--- src/rtl/wb_port_arbiter_if.sv ---
// Bus bundle between write-back requesters and the register-bank port arbiter.
interface wb_port_arbiter_if #(
  parameter int unsigned N  = 24,
  parameter int unsigned A  = 4,
  parameter int unsigned R  = 3,
  parameter int unsigned CW = 16
);
  logic [R-1:0]   req;
  logic [R*A-1:0] req_addr;
  logic [R*N-1:0] req_data;
  logic [R-1:0]   gnt;
  logic           wr_en;
  logic [A-1:0]   wr_addr;
  logic [N-1:0]   wr_data;
  logic [CW-1:0]  conflict_cnt;

  modport master (
    output req, req_addr, req_data,
    input  gnt, wr_en, wr_addr, wr_data, conflict_cnt
  );

  modport slave (
    input  req, req_addr, req_data,
    output gnt, wr_en, wr_addr, wr_data, conflict_cnt
  );
endinterface

--- src/rtl/wb_port_arbiter.sv ---
// Round-robin write-back port arbiter with registered write-port outputs.
// Define WB_ARB_FIXED_PRIO_EN for fixed lowest-index priority instead of round-robin.
module wb_port_arbiter #(
    parameter int unsigned N  = 24,
    parameter int unsigned A  = 4,
    parameter int unsigned R  = 3,
    parameter int unsigned CW = 16
) (
    input logic clk,
    input logic rst,
    wb_port_arbiter_if.slave bus
);
    localparam int unsigned PW = (R > 1) ? $clog2(R) : 1;

    logic [PW-1:0] ptr;
    logic [R-1:0]  last;
    logic [R-1:0]  elig;
    logic          found;
    logic [PW-1:0] win;
    logic [R-1:0]  win_oh;
    logic          contended;
    logic          wr_en_q;
    logic [A-1:0]  wr_addr_q;
    logic [N-1:0]  wr_data_q;
    logic [CW-1:0] cnt_q;
    logic [A-1:0]  addr_arr [R];
    logic [N-1:0]  data_arr [R];

    for (genvar g = 0; g < R; g++) begin : g_unpack
        assign addr_arr[g] = bus.req_addr[g*A +: A];
        assign data_arr[g] = bus.req_data[g*N +: N];
    end

    // last doubles as the registered grant: a requester just granted is masked out
    assign elig      = bus.req & ~last;
    assign contended = ($countones(elig) >= 2);

    always_comb begin
        int unsigned cand;
        cand  = 0;
        found = 1'b0;
        win   = '0;
        for (int unsigned off = 0; off < R; off++) begin
            cand = 32'(ptr) + off;
            if (cand >= R) cand = cand - R;
            if (!found && elig[cand[PW-1:0]]) begin
                found = 1'b1;
                win   = cand[PW-1:0];
            end
        end
        win_oh = found ? (R'(1) << win) : '0;
    end

`ifdef WB_ARB_FIXED_PRIO_EN
    assign ptr = '0;
`else
    always_ff @(posedge clk or posedge rst) begin
        if (rst) begin
            ptr <= '0;
        end else if (found) begin
            ptr <= (32'(win) + 1 >= R) ? '0 : win + 1'b1;
        end
    end
`endif

    always_ff @(posedge clk or posedge rst) begin
        if (rst) begin
            last      <= '0;
            wr_en_q   <= 1'b0;
            wr_addr_q <= '0;
            wr_data_q <= '0;
            cnt_q     <= '0;
        end else begin
            last    <= win_oh;
            wr_en_q <= found;
            if (found) begin
                wr_addr_q <= addr_arr[win];
                wr_data_q <= data_arr[win];
            end
            if (contended && cnt_q != '1) cnt_q <= cnt_q + 1'b1;
        end
    end

    assign bus.gnt          = last;
    assign bus.wr_en        = wr_en_q;
    assign bus.wr_addr      = wr_addr_q;
    assign bus.wr_data      = wr_data_q;
    assign bus.conflict_cnt = cnt_q;
endmodule

--- src/flat_wrapper.sv ---
// flat-port wrapper written by rule: the top's interface ports become plain ports
module wb_port_arbiter_flat 
#(
    parameter int unsigned N  = 24,
    parameter int unsigned A  = 4,
    parameter int unsigned R  = 3,
    parameter int unsigned CW = 16
)
  (clk, rst, bus_req, bus_req_addr, bus_req_data, bus_gnt, bus_wr_en, bus_wr_addr, bus_wr_data, bus_conflict_cnt);
  wb_port_arbiter_if #(.N(N), .A(A), .R(R), .CW(CW)) bus_i ();
  input logic clk;
  input logic rst;
  input wire logic [$bits(bus_i.req)-1:0] bus_req;
  input wire logic [$bits(bus_i.req_addr)-1:0] bus_req_addr;
  input wire logic [$bits(bus_i.req_data)-1:0] bus_req_data;
  output wire logic [$bits(bus_i.gnt)-1:0] bus_gnt;
  output wire logic [$bits(bus_i.wr_en)-1:0] bus_wr_en;
  output wire logic [$bits(bus_i.wr_addr)-1:0] bus_wr_addr;
  output wire logic [$bits(bus_i.wr_data)-1:0] bus_wr_data;
  output wire logic [$bits(bus_i.conflict_cnt)-1:0] bus_conflict_cnt;
  assign bus_i.req = bus_req;
  assign bus_i.req_addr = bus_req_addr;
  assign bus_i.req_data = bus_req_data;
  assign bus_gnt = bus_i.gnt;
  assign bus_wr_en = bus_i.wr_en;
  assign bus_wr_addr = bus_i.wr_addr;
  assign bus_wr_data = bus_i.wr_data;
  assign bus_conflict_cnt = bus_i.conflict_cnt;
  wb_port_arbiter #(.N(N), .A(A), .R(R), .CW(CW)) u_core (.clk(clk), .rst(rst), .bus(bus_i));
endmodule
--- config.mk ---
export PLATFORM = sky130hd
export DESIGN_NAME = wb_port_arbiter_flat
export DESIGN_NICKNAME = d
export VERILOG_FILES = /design/src/rtl/wb_port_arbiter_if.sv /design/src/rtl/wb_port_arbiter.sv /design/src/flat_wrapper.sv
export SDC_FILE = /design/constraint.sdc
export NUM_CORES = 1
export LEC_CHECK = 0
export CAP_MARGIN = 20
export CORE_UTILIZATION = 31
export DETAILED_ROUTE_END_ITERATION = 8
export GPL_TIMING_DRIVEN = 0
export MAX_ROUTING_LAYER = met4
export PLACE_DENSITY = 0.7
export SYNTH_ARGS = -nofsm -noshare
export SYNTH_HDL_FRONTEND = slang
export SYNTH_SLANG_ARGS = --single-unit
--- constraint.sdc ---
create_clock -name clk -period 2.05 [get_ports clk]
set_clock_uncertainty 0.1 [all_clocks]
set_input_delay 0.41 -clock clk [delete_from_list [all_inputs] [get_ports clk]]
set_output_delay 0.41 -clock clk [all_outputs]
set_load 0.005 [all_outputs]
* After elaboration in Yosys (flattened, before gate mapping)
Cells that the tools add are included.
** Operators by class
- Add/sub/neg operators :: 10
- Magnitude comparators :: 9
- Eq/ne operators :: 1
- Shift operators :: 1
- Mux-type cells :: 23
- Bitwise logic cells :: 3
- Reduce and logical (&&, ||, !) cells :: 5
** Operators by type and width (count)
- binary-select mux 24 bit (select 2 bit) :: 1
- two-way mux 24 bit :: 2
- adder 32 x 1 -> 32 bit :: 1
- >= comparator 32 x 2 -> 1 bit, second input constant :: 1
- >= comparator 32 x 3 -> 1 bit, second input constant :: 1
- adder 16 x 1 -> 16 bit, second input constant :: 1
- != test 16 bit, second input constant :: 1
- two-way mux 2 bit :: 7
- less-than comparator 2 x 3 -> 1 bit, second input constant :: 3
- binary-select mux 4 bit (select 2 bit) :: 1
- two-way mux 4 bit :: 2
- adder 2 x 1 -> 3 bit, second input constant :: 2
- binary-select mux 1 bit (select 2 bit) :: 3
- >= comparator 3 x 2 -> 1 bit, second input constant :: 2
- two-way mux 1 bit :: 6
- subtractor 2 bit, second input constant :: 3
- adder 2 x 2 -> 3 bit, second input constant :: 1
- bitwise AND 3 bit :: 1
- >= comparator 3 bit, second input constant :: 1
- logical AND 1 bit :: 3
- two-way mux 3 bit :: 1
- inverter 2 -> 3 bit :: 1
- inverter 3 bit :: 1
- left shift 1 x 2 -> 3 bit, first input constant :: 1
- 4 further kinds :: 5
** Storage, ports and cells
- Bits in registers :: 50
- Input port bits :: 89
- Output and inout port bits :: 48
- Logic and storage cells :: 58

* Longest topological paths before layout
- Word-level depth :: 15
- Depth in mapped cells :: 12
- Gate-level depth less buffers :: 9

* Worst setup path after synthesis
Ideal clock, no wire load.
- Path kind :: register to register
- Start point :: register u_core.ptr[1]
- End point :: register u_core.wr_data_q[14], in the netlist u_core.bus.wr_data[14]
- Library setup time :: 0.128 ns
- Arrival :: 2.018 ns
- Data required time :: 1.822 ns
- Setup slack :: -0.196 ns
- Cell stages (with the launch flop) :: 10
- Buffers on the path :: 3
- Period minus slack after synthesis :: 2.246 ns
- Cell sequence :: dfrtp_1 > ha_1 > buf_2 > mux2i_1 > a221o_1 > o22a_1 > buf_6 > buf_2 > o22ai_1 > a31oi_2
** On the way
- Word-level cells in the longest chain between the ends :: 15
- Elaborated cells between the ends (all ways) :: 31
- Those cells by class :: 5 x add/sub; 3 x order compare; 18 x mux; 1 x bitwise; 4 x reduce/logical
** RTL lines
- start: declaration :: RTL line wb_port_arbiter.sv:15 : logic [PW-1:0] ptr;
- start signal: assignment :: RTL line wb_port_arbiter.sv:61 : ptr <= (32'(win) + 1 >= R) ? '0 : win + 1'b1;
- parallel branches: the longest is 15 deep, another holds adder 2 x 1 -> 3 bit
- end signal: assignment :: RTL line wb_port_arbiter.sv:78 : wr_data_q <= data_arr[win];
- end: declaration :: RTL line wb_port_arbiter.sv:24 : logic [N-1:0] wr_data_q;
Parallel ways; which one is timed is not known. The select of a mux whose other input is x is not followed.
A chain may end at the register's enable or synchronous reset.

* Worst setup path after layout
- Start point :: register u_core.ptr[1]
- End point :: register u_core.wr_data_q[21], in the netlist u_core.bus.wr_data[21]
The elaborated chain is that of the path after synthesis.

==> impl_metrics.yaml <==
status:
  status: "complete, but fails checks"
  violations: "setup timing"
finish:
  final_util_pct: 58.9
  diodes: 0
  nNetsFinal: 544
  drive_gt1_share_pct: 22.4
  syn2layout_area_growth_pct: 82.9
  instances_no_fill: 556
  fill_cells: 709
power:
  powerDensity_nw_per_um2: 1670
  leakagePower_nw: 1.99
  p_total_mw: 8.08
  max-vdd-ir-drop_mv: 1.02
timing:
  rsz0062_at_grt: "yes"
  hold_violations: 0
  slew_viol_final: 0
  worst_slack_ps: -244
  fmax_mhz: 436
  setup_viol: 35
  worst_pin_slew_ps: 490
  relSlewSlack_pct: 67.3
  fin_crit_ps: 2290
  period_share_pct: 112
floorplan:
  die_h_um: 94.4
  die_w_um: 94.4
  io-pin-count: 137
  design.core.area_um2: 8220
  start_util_pct: 32.2
  die-area_um2: 8900
  rows: 33
synthesis:
  synth_area_leaders: "dfrtp_1 (47%), nand2_1 (8.7%), o22ai_1 (6.2%)"
  synth-edff-count: 0
  synthDominantAreaCellType: "dfrtp_1"
  netlist_instances: 280
  syn_area_per_cell_um2: 9.44
  ys.flop_type: "dfrtp_1"
  synth.net_count: 374
  async_flop_share_pct: 100
  yosysUniqueCellTypes: 45
  synth_warnings: 0
  yosysMostFrequentCell: "nand2_1"
  synthTopCellsByCount: "nand2_1 (61), dfrtp_1 (50), o22ai_1 (26)"
  synth_area_um2: 2640
  synth.ff_latch_count: 50
  yosysTopAreaCellShare_pct: 47.3
  synth-seq-area-share_pct: 47.3
place:
  place_congestion: 0.837
  dpl.hpwl_um: 6150
  dp_cells: 522
  numPortBuffers: 136
grt:
  use_met1_pct: 24.1
  antenna_found_initial: 0
  use_met3_pct: 5.07
  grt_max_degree: 29
  grt-ovfl-total: 0
  grt_pass1_vias: 2725
  top_usage_layer: "met2"
  grt_first_pass_wirelength_um: 13100
  grt_usage_pct: 19.8
  met2_usage_pct: 32.4
clock_network:
  htree_levels: 2
  numCtsBuffers: 5
  cts-root-buf: "clkbuf_8"
  cts_tree: "built"
  clockBufferDepth: 2
  cts_hold_buf: 0
  cts_num_sinks: 50
  clk_latency_ps: 310
  clk_pin_slew_ps: 100
min_path:
  hold_class: "input port to async pin"
drt:
  drcViolationCount: 0
  drt_iter0_markers: 120
  routed_via_density: 5.12
  first_pass_iters: 4
  num_vias: 2845
  wl_per_cell_um: 15.6
  ant_nets: 0
  wl_um: 8660
critical_path:
  cp-end-kind: "register"
  rr_worst_depth: 10
  rr_startpoint: "u_core.ptr[1]$_DFFE_PP0P_"
  r2r_setup_slack_ps: -240
  cp-start-kind: "register"
  required_ps: 2150
  rr_endpoint: "u_core.bus.wr_data[21]$_DFFE_PP0P_"
  setup.worst_path.class: "register to register"
  crit_fanout: 7
  cp.arrival_ps: 2390
run:
  max-cap-violations: 0
## metal layers
layer	vias to the layer above	wire (um)
met5	-	0
met4	0	151
met3	17	611
met2	128	4370
met1	1356	3530
li1	1344	-
## logic make-up after synthesis
logic type / synth area share (%)
DFF: 47.3
xor gates and xnor gates: 4.31
adders and majority gates: 2.37
buffers and inverters: 5.77
and+or+nand+nor: 19.7
muxes: 2.37
AOI/OAI and AO/OA: 18.2
## power by group
part,total [mW],switching (mW),internal (mW)
registers,1.76,0.327,1.43
clock network,0.840,0.351,0.489
logic,5.48,2.50,2.97
## registers in the layout, summed over array words and instances (netlist names)
signal and flops:
u_core.bus.conflict_cnt 16, u_core.ptr 2, u_core.bus.wr_data 24, u_core.bus.gnt 3
u_core.bus.wr_addr 4, u_core.bus.wr_en 1
## worst max-delay path, stage by stage, from the launching register on
cell	delay (ps)
dfrtp_1	430
inv_1	70
ha_2	180
buf_6	130
mux2i_1	110
a221o_1	400
o22a_1	230
buf_6	150
buf_4	130
o22ai_1	220
a31oi_4	40
## layout make-up
type | count | area (um^2) | share of cell area [%]
timing repair buffer | 164 | 1600 | 33.1
clock buffer | 5 | 68.8 | 1.42
multi-input combinational | 205 | 1520 | 31.3
clock inverter | 3 | 68.8 | 1.42
buffer | 14 | 146 | 3.03
inverter | 10 | 55.1 | 1.14
tap | 105 | 131 | 2.72
sequential | 50 | 1250 | 25.9
## worst max path at each step
stage                              startpoint                                endpoint  slack (ps)  cells past startpoint
floorplan           u_core.ptr[1]$_DFFE_PP0P_      u_core.bus.wr_data[14]$_DFFE_PP0P_         -70                     11
global placement                          rst      u_core.bus.wr_data[19]$_DFFE_PP0P_        -700                      2
global route        u_core.ptr[1]$_DFFE_PP0P_       u_core.bus.wr_data[6]$_DFFE_PP0P_        -340                     11
finish              u_core.ptr[1]$_DFFE_PP0P_      u_core.bus.wr_data[21]$_DFFE_PP0P_        -240                     10
CTS                 u_core.ptr[1]$_DFFE_PP0P_       u_core.bus.wr_data[1]$_DFFE_PP0P_        -190                     11
detailed placement                 bus_req[0]  u_core.bus.conflict_cnt[8]$_DFFE_PP0P_        -560                      9
## what timing repair did
action / in CTS / in global routing
pin swaps: 6 / 8
setup buffers: 19 / 7
gates cloned: 2 / 0
setup endpoints to repair: 42 / 49
gates resized for setup: 31 / 20
## through the flow
step	instance area, um^2	setup WS (ps)	TNS [ps]	hold slack, ps
2_1_floorplan	2730	-72.9	-1390	382
3_3_place_gp	4220	-695	-53510	379
3_5_place_dp	4240	-560	-19240	405
4_1_cts	4670	-192	-5490	341
5_1_grt	4840	-345	-10050	369
6_report	4840	-244	-5810	326
## layout by cell type, fill, tap and decap left out, types with 8 or more instances in the layout
master,Yosys,routed
clkdlybuf4s50_1,0,136
nand2_1,61,60
dfrtp_1,50,50
buf_4,1,28
a31oi_1,21,19
o22ai_1,26,13
nor2_1,12,11
buf_6,4,11
o22ai_2,0,11
nand3_1,11,8
xnor2_1,8,8
Note: power is estimated with default switching activity, not from simulation.
